==> config.mk <==
export PLATFORM = sky130hd
export DESIGN_NAME = dm_arbiter_flat
export DESIGN_NICKNAME = d
export VERILOG_FILES = /design/src/rtl/dm_arbiter_if.sv /design/src/rtl/dm_arbiter.sv /design/src/flat_wrapper.sv
export SDC_FILE = /design/constraint.sdc
export NUM_CORES = 1
export LEC_CHECK = 0
export CAP_MARGIN = 20
export CELL_PAD_IN_SITES_DETAIL_PLACEMENT = 0
export CELL_PAD_IN_SITES_GLOBAL_PLACEMENT = 1
export CORE_UTILIZATION = 32
export DETAILED_ROUTE_END_ITERATION = 6
export PLACE_DENSITY_LB_ADDON = 0.12
export REMOVE_ABC_BUFFERS = 1
export SYNTH_ARGS = -nofsm -noshare
export SYNTH_HDL_FRONTEND = slang
export SYNTH_SLANG_ARGS = --single-unit
==> constraint.sdc <==
create_clock -name CLK -period 4.45 [get_ports CLK]
set_input_delay 0.6675 -clock CLK [delete_from_list [all_inputs] [get_ports CLK]]
set_output_delay 0.6675 -clock CLK [all_outputs]
set_load 0.03 [all_outputs]
==> src/rtl/dm_arbiter_if.sv <==
// Bus bundle for dm_arbiter: two requester ports plus the data-memory port.
// slave  = the arbiter's view (requests in, grants/responses and memory strobes out).
// master = the environment's view (requesters and data memory).
interface dm_arbiter_if;
  logic        A_REQ;
  logic        B_REQ;
  logic        A_WRT;
  logic        B_WRT;
  logic [31:0] A_ADDR;
  logic [31:0] B_ADDR;
  logic [31:0] A_WDATA;
  logic [31:0] B_WDATA;
  logic        A_GNT;
  logic        B_GNT;
  logic        A_DONE;
  logic        B_DONE;
  logic [31:0] RDATA;
  logic        ERR;
  logic        DM_READ;
  logic        DM_WRT;
  logic [31:0] DM_ADDR;
  logic [31:0] DM_DIN;
  logic [31:0] DM_DOUT;

  modport slave (
    input  A_REQ, B_REQ, A_WRT, B_WRT, A_ADDR, B_ADDR, A_WDATA, B_WDATA, DM_DOUT,
    output A_GNT, B_GNT, A_DONE, B_DONE, RDATA, ERR,
           DM_READ, DM_WRT, DM_ADDR, DM_DIN
  );

  modport master (
    output A_REQ, B_REQ, A_WRT, B_WRT, A_ADDR, B_ADDR, A_WDATA, B_WDATA, DM_DOUT,
    input  A_GNT, B_GNT, A_DONE, B_DONE, RDATA, ERR,
           DM_READ, DM_WRT, DM_ADDR, DM_DIN
  );
endinterface

==> src/rtl/dm_arbiter.sv <==
// dm_arbiter: round-robin arbiter giving two requesters access to a single
// data memory. Each access takes three cycles: IDLE (arbitrate and latch),
// ACCESS (grant and drive memory strobe), RESP (done pulse with read data).
module dm_arbiter #(
  parameter int unsigned ADDR_LIMIT = 16384
) (
  input logic        CLK,
  input logic        RST,
  dm_arbiter_if.slave bus
);

  localparam logic [31:0] LIMIT = 32'(ADDR_LIMIT);

  typedef enum logic [1:0] {
    IDLE,
    ACCESS,
    RESP
  } state_t;

  state_t      state;
  state_t      state_nx;

  logic        last_b;   // 1 = B was granted most recently
  logic        sel_b;    // requester owning the current transaction
  logic        wrt_q;
  logic [31:0] addr_q;
  logic [31:0] wdata_q;
  logic        err_q;
  logic [31:0] rdata_q;

  logic        any_req;
  logic        pick_b;
  logic        in_range;
  logic        start;

  assign any_req  = bus.A_REQ | bus.B_REQ;
  // B wins when alone, or on a tie when A was granted last.
  assign pick_b   = bus.B_REQ & (~bus.A_REQ | ~last_b);
  assign in_range = (addr_q < LIMIT);
  assign start    = (state == IDLE) & any_req;

  // State register
  always_ff @(posedge CLK or posedge RST) begin
    if (RST) begin
      state <= IDLE;
    end else begin
      state <= state_nx;
    end
  end

  // Next-state: fixed three-cycle sequence once a request is seen
  always_comb begin
    state_nx = state;
    unique case (state)
      IDLE:    if (any_req) state_nx = ACCESS;
      ACCESS:  state_nx = RESP;
      RESP:    state_nx = IDLE;
      default: state_nx = IDLE;
    endcase
  end

  // Latch the winner's transaction and record the grant on entry to ACCESS
  always_ff @(posedge CLK or posedge RST) begin
    if (RST) begin
      last_b  <= 1'b1;
      sel_b   <= 1'b0;
      wrt_q   <= 1'b0;
      addr_q  <= '0;
      wdata_q <= '0;
    end else if (start) begin
      last_b  <= pick_b;
      sel_b   <= pick_b;
      wrt_q   <= pick_b ? bus.B_WRT   : bus.A_WRT;
      addr_q  <= pick_b ? bus.B_ADDR  : bus.A_ADDR;
      wdata_q <= pick_b ? bus.B_WDATA : bus.A_WDATA;
    end
  end

  // Capture the response at the edge closing ACCESS; RDATA holds otherwise
  always_ff @(posedge CLK or posedge RST) begin
    if (RST) begin
      err_q   <= 1'b0;
      rdata_q <= '0;
    end else if (state == ACCESS) begin
      err_q <= ~in_range;
      if (wrt_q || !in_range) begin
        rdata_q <= '0;
      end else begin
        rdata_q <= bus.DM_DOUT;
      end
    end
  end

  // Outputs decoded from state so reset clears them without waiting for CLK
  always_comb begin
    bus.A_GNT   = 1'b0;
    bus.B_GNT   = 1'b0;
    bus.A_DONE  = 1'b0;
    bus.B_DONE  = 1'b0;
    bus.ERR     = 1'b0;
    bus.DM_READ = 1'b0;
    bus.DM_WRT  = 1'b0;
    bus.DM_ADDR = '0;
    bus.DM_DIN  = '0;
    unique case (state)
      ACCESS: begin
        bus.A_GNT   = ~sel_b;
        bus.B_GNT   = sel_b;
        bus.DM_ADDR = addr_q;
        bus.DM_DIN  = wdata_q;
        bus.DM_READ = in_range & ~wrt_q;
        bus.DM_WRT  = in_range & wrt_q;
      end
      RESP: begin
        bus.A_DONE = ~sel_b;
        bus.B_DONE = sel_b;
        bus.ERR    = err_q;
      end
      default: ;
    endcase
  end

  assign bus.RDATA = rdata_q;

endmodule

==> src/flat_wrapper.sv <==
// flat-port wrapper written by rule: the top's interface ports become plain ports
module dm_arbiter_flat 
#(
  parameter int unsigned ADDR_LIMIT = 16384
)
  (CLK, RST, bus_A_REQ, bus_B_REQ, bus_A_WRT, bus_B_WRT, bus_A_ADDR, bus_B_ADDR, bus_A_WDATA, bus_B_WDATA, bus_DM_DOUT, bus_A_GNT, bus_B_GNT, bus_A_DONE, bus_B_DONE, bus_RDATA, bus_ERR, bus_DM_READ, bus_DM_WRT, bus_DM_ADDR, bus_DM_DIN);
  dm_arbiter_if bus_i ();
  input logic CLK;
  input logic RST;
  input wire logic [$bits(bus_i.A_REQ)-1:0] bus_A_REQ;
  input wire logic [$bits(bus_i.B_REQ)-1:0] bus_B_REQ;
  input wire logic [$bits(bus_i.A_WRT)-1:0] bus_A_WRT;
  input wire logic [$bits(bus_i.B_WRT)-1:0] bus_B_WRT;
  input wire logic [$bits(bus_i.A_ADDR)-1:0] bus_A_ADDR;
  input wire logic [$bits(bus_i.B_ADDR)-1:0] bus_B_ADDR;
  input wire logic [$bits(bus_i.A_WDATA)-1:0] bus_A_WDATA;
  input wire logic [$bits(bus_i.B_WDATA)-1:0] bus_B_WDATA;
  input wire logic [$bits(bus_i.DM_DOUT)-1:0] bus_DM_DOUT;
  output wire logic [$bits(bus_i.A_GNT)-1:0] bus_A_GNT;
  output wire logic [$bits(bus_i.B_GNT)-1:0] bus_B_GNT;
  output wire logic [$bits(bus_i.A_DONE)-1:0] bus_A_DONE;
  output wire logic [$bits(bus_i.B_DONE)-1:0] bus_B_DONE;
  output wire logic [$bits(bus_i.RDATA)-1:0] bus_RDATA;
  output wire logic [$bits(bus_i.ERR)-1:0] bus_ERR;
  output wire logic [$bits(bus_i.DM_READ)-1:0] bus_DM_READ;
  output wire logic [$bits(bus_i.DM_WRT)-1:0] bus_DM_WRT;
  output wire logic [$bits(bus_i.DM_ADDR)-1:0] bus_DM_ADDR;
  output wire logic [$bits(bus_i.DM_DIN)-1:0] bus_DM_DIN;
  assign bus_i.A_REQ = bus_A_REQ;
  assign bus_i.B_REQ = bus_B_REQ;
  assign bus_i.A_WRT = bus_A_WRT;
  assign bus_i.B_WRT = bus_B_WRT;
  assign bus_i.A_ADDR = bus_A_ADDR;
  assign bus_i.B_ADDR = bus_B_ADDR;
  assign bus_i.A_WDATA = bus_A_WDATA;
  assign bus_i.B_WDATA = bus_B_WDATA;
  assign bus_i.DM_DOUT = bus_DM_DOUT;
  assign bus_A_GNT = bus_i.A_GNT;
  assign bus_B_GNT = bus_i.B_GNT;
  assign bus_A_DONE = bus_i.A_DONE;
  assign bus_B_DONE = bus_i.B_DONE;
  assign bus_RDATA = bus_i.RDATA;
  assign bus_ERR = bus_i.ERR;
  assign bus_DM_READ = bus_i.DM_READ;
  assign bus_DM_WRT = bus_i.DM_WRT;
  assign bus_DM_ADDR = bus_i.DM_ADDR;
  assign bus_DM_DIN = bus_i.DM_DIN;
  dm_arbiter #(.ADDR_LIMIT(ADDR_LIMIT)) u_core (.CLK(CLK), .RST(RST), .bus(bus_i));
endmodule
==> flow_summary_export.csv <==
group,metric,value,unit
yosys,synth_compound_area_share,9.45,%
hold_path,hp-class,"register to register",
placed_design,portBuffers,268,
route,wl_per_cell,17.0,microns
critical_path,cp.arrival,2.83,ns
yosys,synth.most_common_cell,"dfrtp_1",
timing,setup_tns,0,ns
route,vias_per_cell,4.62,
yosys,synth-simple-area-share,11.0,%
yosys,syn_area_per_cell,12.5,sq um
critical_path,worstPathMaxFanout,49,
cts,htreeDepth,3,
layout,final_core_util,51.0,%
cts,clk_pin_slew,0.07,ns
layout,diodes,0,
route,drc_errors,0,
critical_path,start_kind,"register",
power,p_total,4.74,mW
yosys,ys_warn_count,0,
grt,grt_usage,17.9,%
yosys,synth_edf_count,0,
placed_design,placedCellCount,924,
yosys,ys_types,31,
floorplan,die_area,0.0183,sq mm
timing,hold_viol_final,0,
grt,grt_first_pass_wirelength,24900,microns
cts,cts_buffers,9,
grt,first_global_vias,4657,
yosys,synthTopCellsByArea,"dfrtp_1 (44%), mux2_2 (17%), mux2_4 (11%)",
cts,cts-root-buf,"clkbuf_16",
yosys,synth_top_family_by_area,"multiplexers",
floorplan,start_util,32.8,%
route,wl,16000,microns
floorplan,dieHeight,135,microns
grt,grt_overflow_total,0,
placed_design,dp_hpwl,11900,microns
critical_path,end_kind,"output port",
route,dr.pass1.iters,4,
timing,fmax,286,MHz
power,powerDensity,536,mW/mm^2
yosys,synth_ff_type,"dfrtp_1",
yosys,yosys_register_bits,102,
floorplan,io_pins,269,
grt,antenna_found_initial,0,
timing,fin_ws,0.949,ns
critical_path,critPathKind,"register to output port",
outcome,status,"finished, final reports clean",
grt,grt_max_degree,62,
cts,cts_setup_buffers,0,
timing,setup_viol,0,
timing,slew_headroom,34.3,%
timing,period_needed,3.50,ns
route,vias,4343,
yosys,yosysTopAreaCell,"dfrtp_1",
timing,maxSlewViolCount,0,
cts,clockBufferDepth,2,
timing,worst_slew_pin_slew,0.982,ns
cts,cts_resized,0,
power,p_int,2.92,mW
yosys,syn_area,0.00569,sq mm
timing,skew,0.00933,ns
cts,cts_tree,"yes",
power,swShare,38.5,%
route,dr.first_iter.drc_count,105,
cts,clk_latency,0.35,ns
route,detail-route-antenna-nets,0,
yosys,synth_common_cells,"dfrtp_1 (101), mux2_2 (88), and2_1 (64), mux2_4 (40), inv_1 (35)",
floorplan,die_width,135,microns
layout,final_cell_count_no_fill,940,
yosys,yosysSeqAreaShare,44.8,%
power,clockPowerShare,17.0,%
yosys,syn_inst,454,
layout,fin_nets,876,
power,p_sw,1.83,mW
power,ir_worst_vdd,497,uV
timing,rsz0062_at_grt,"false",
layout,synthToLayoutAreaGrowth,55.3,%
timing,fin_crit_sh,78.7,%
cts,clock_sink_count,102,
flow_run,maxCapViolCount,0,
power,p_comb_share,51.9,%
cts,hold_buffers,0,
placed_design,pre_cts_slack,1.24,ns
yosys,synthAdderAreaFrac,0,%
floorplan,coreArea,0.0174,sq mm
yosys,yosysTopAreaCellShare,44.4,%
critical_path,crit_required,3.78,ns
yosys,synthMuxAreaShare,28.3,%
placed_design,place.gp.congestion,0.715,
power,p_leak,3.80,nW
yosys,synth-async-reset-ratio,100,%
layout,drive_gt1_share,26.6,%
power,seq_power_share,31.1,%
yosys,synth-xor-area-share,0,%
floorplan,rows,48,
cell usage in the layout (no fill, tap or decap), drive strengths merged:
master | netlist | layout
clkdlybuf4s50 | 0 | 266
clkinvlp | 0 | 2
nor2 | 4 | 4
nor4 | 4 | 4
mux2 | 128 | 128
nand2 | 34 | 34
a21oi | 1 | 1
nand2b | 1 | 1
dfrtp | 101 | 101
a31oi | 1 | 1
nor3 | 2 | 2
o41ai | 32 | 32
bufinv | 0 | 1
a21boi | 1 | 1
o21ai | 1 | 1
nor3b | 2 | 2
clkbuf | 10 | 13
mux2i | 2 | 2
nand4 | 1 | 1
buf | 25 | 14
inv | 36 | 36
o21a | 1 | 1
and2 | 64 | 64
and3b | 1 | 1
o22a | 1 | 1
dfstp | 1 | 1
per-stage QoR:
step / area (sq um) / hold WS (ns)
CTS: 8840 / 0.479
floorplan: 5460 / 0.472
finish: 8840 / 0.477
global route: 8840 / 0.511
detailed placement: 8550 / 0.462
global placement: 8550 / 0.455
final timing paths:
check                                         start                   end  slack (ns)  cells past startpoint
worst max-delay path                u_core.state[1]           bus_DM_READ        0.95                      5
worst min-delay path            u_core.bus.RDATA[7]   u_core.bus.RDATA[7]        0.48                      2
min in group asynchronous                       RST     u_core.wdata_q[1]        0.82                      2
max in group asynchronous                       RST     u_core.addr_q[19]        2.77                      3
worst min register to register  u_core.bus.RDATA[7]   u_core.bus.RDATA[7]        0.48                      2
worst max register to register      u_core.state[1]  u_core.bus.RDATA[26]        1.85                      4
cells by family (layout without fill, tap and decap cells):
family / after synthesis / count (layout)
AO/OA/AOI/OAI: 38 / 38
flip-flops: 102 / 102
multiplexers: 130 / 130
buffers and inverters: 71 / 332
AND/OR/NAND/NOR: 113 / 113
registers in the layout (all words and copies together) (netlist names):
signal,count
u_core.addr_q,32
u_core.bus.RDATA,32
u_core.err_q,1
u_core.last_b,1
u_core.sel_b,1
u_core.state,2
u_core.wdata_q,32
u_core.wrt_q,1
power groups by stage:
stage | Sequential (mW) | Clock, mW | Combinational (mW)
final | 1.48 | 0.804 | 2.46
after global routing | 1.52 | 0.877 | 2.62
after CTS | 1.48 | 0.839 | 2.50
after detailed placement | 1.49 | 0 | 2.49
after global placement | 1.49 | 0 | 2.47
after floorplan | 1.44 | 0 | 1.57
area by class of cell:
| cell class | instances | area, sq um |
|---|---|---|
| inverters | 36 | 138 |
| fillers | 1558 | 8510 |
| clock buffers | 13 | 250 |
| multi-input cells | 281 | 2780 |
| clock inverters | 3 | 45.0 |
| well taps | 225 | 282 |
| repair buffers | 280 | 2790 |
| flip-flops and latches | 102 | 2550 |
routing by layer:
metal  global-route usage, %  wire (microns)
met1                    20.2            6290
met2                    30.0            7820
met3                    7.37            1520
met4                    7.05             380
met5                       0               0
worst max-delay path: stages, from the launching register on:
cell	delay (ns)
dfrtp_1	0.42
nand2b_1	0.18
inv_2	0.52
nand2_2	0.73
nor3_1	0.39
buf_4	0.21
(Power assumes the default switching activity.)
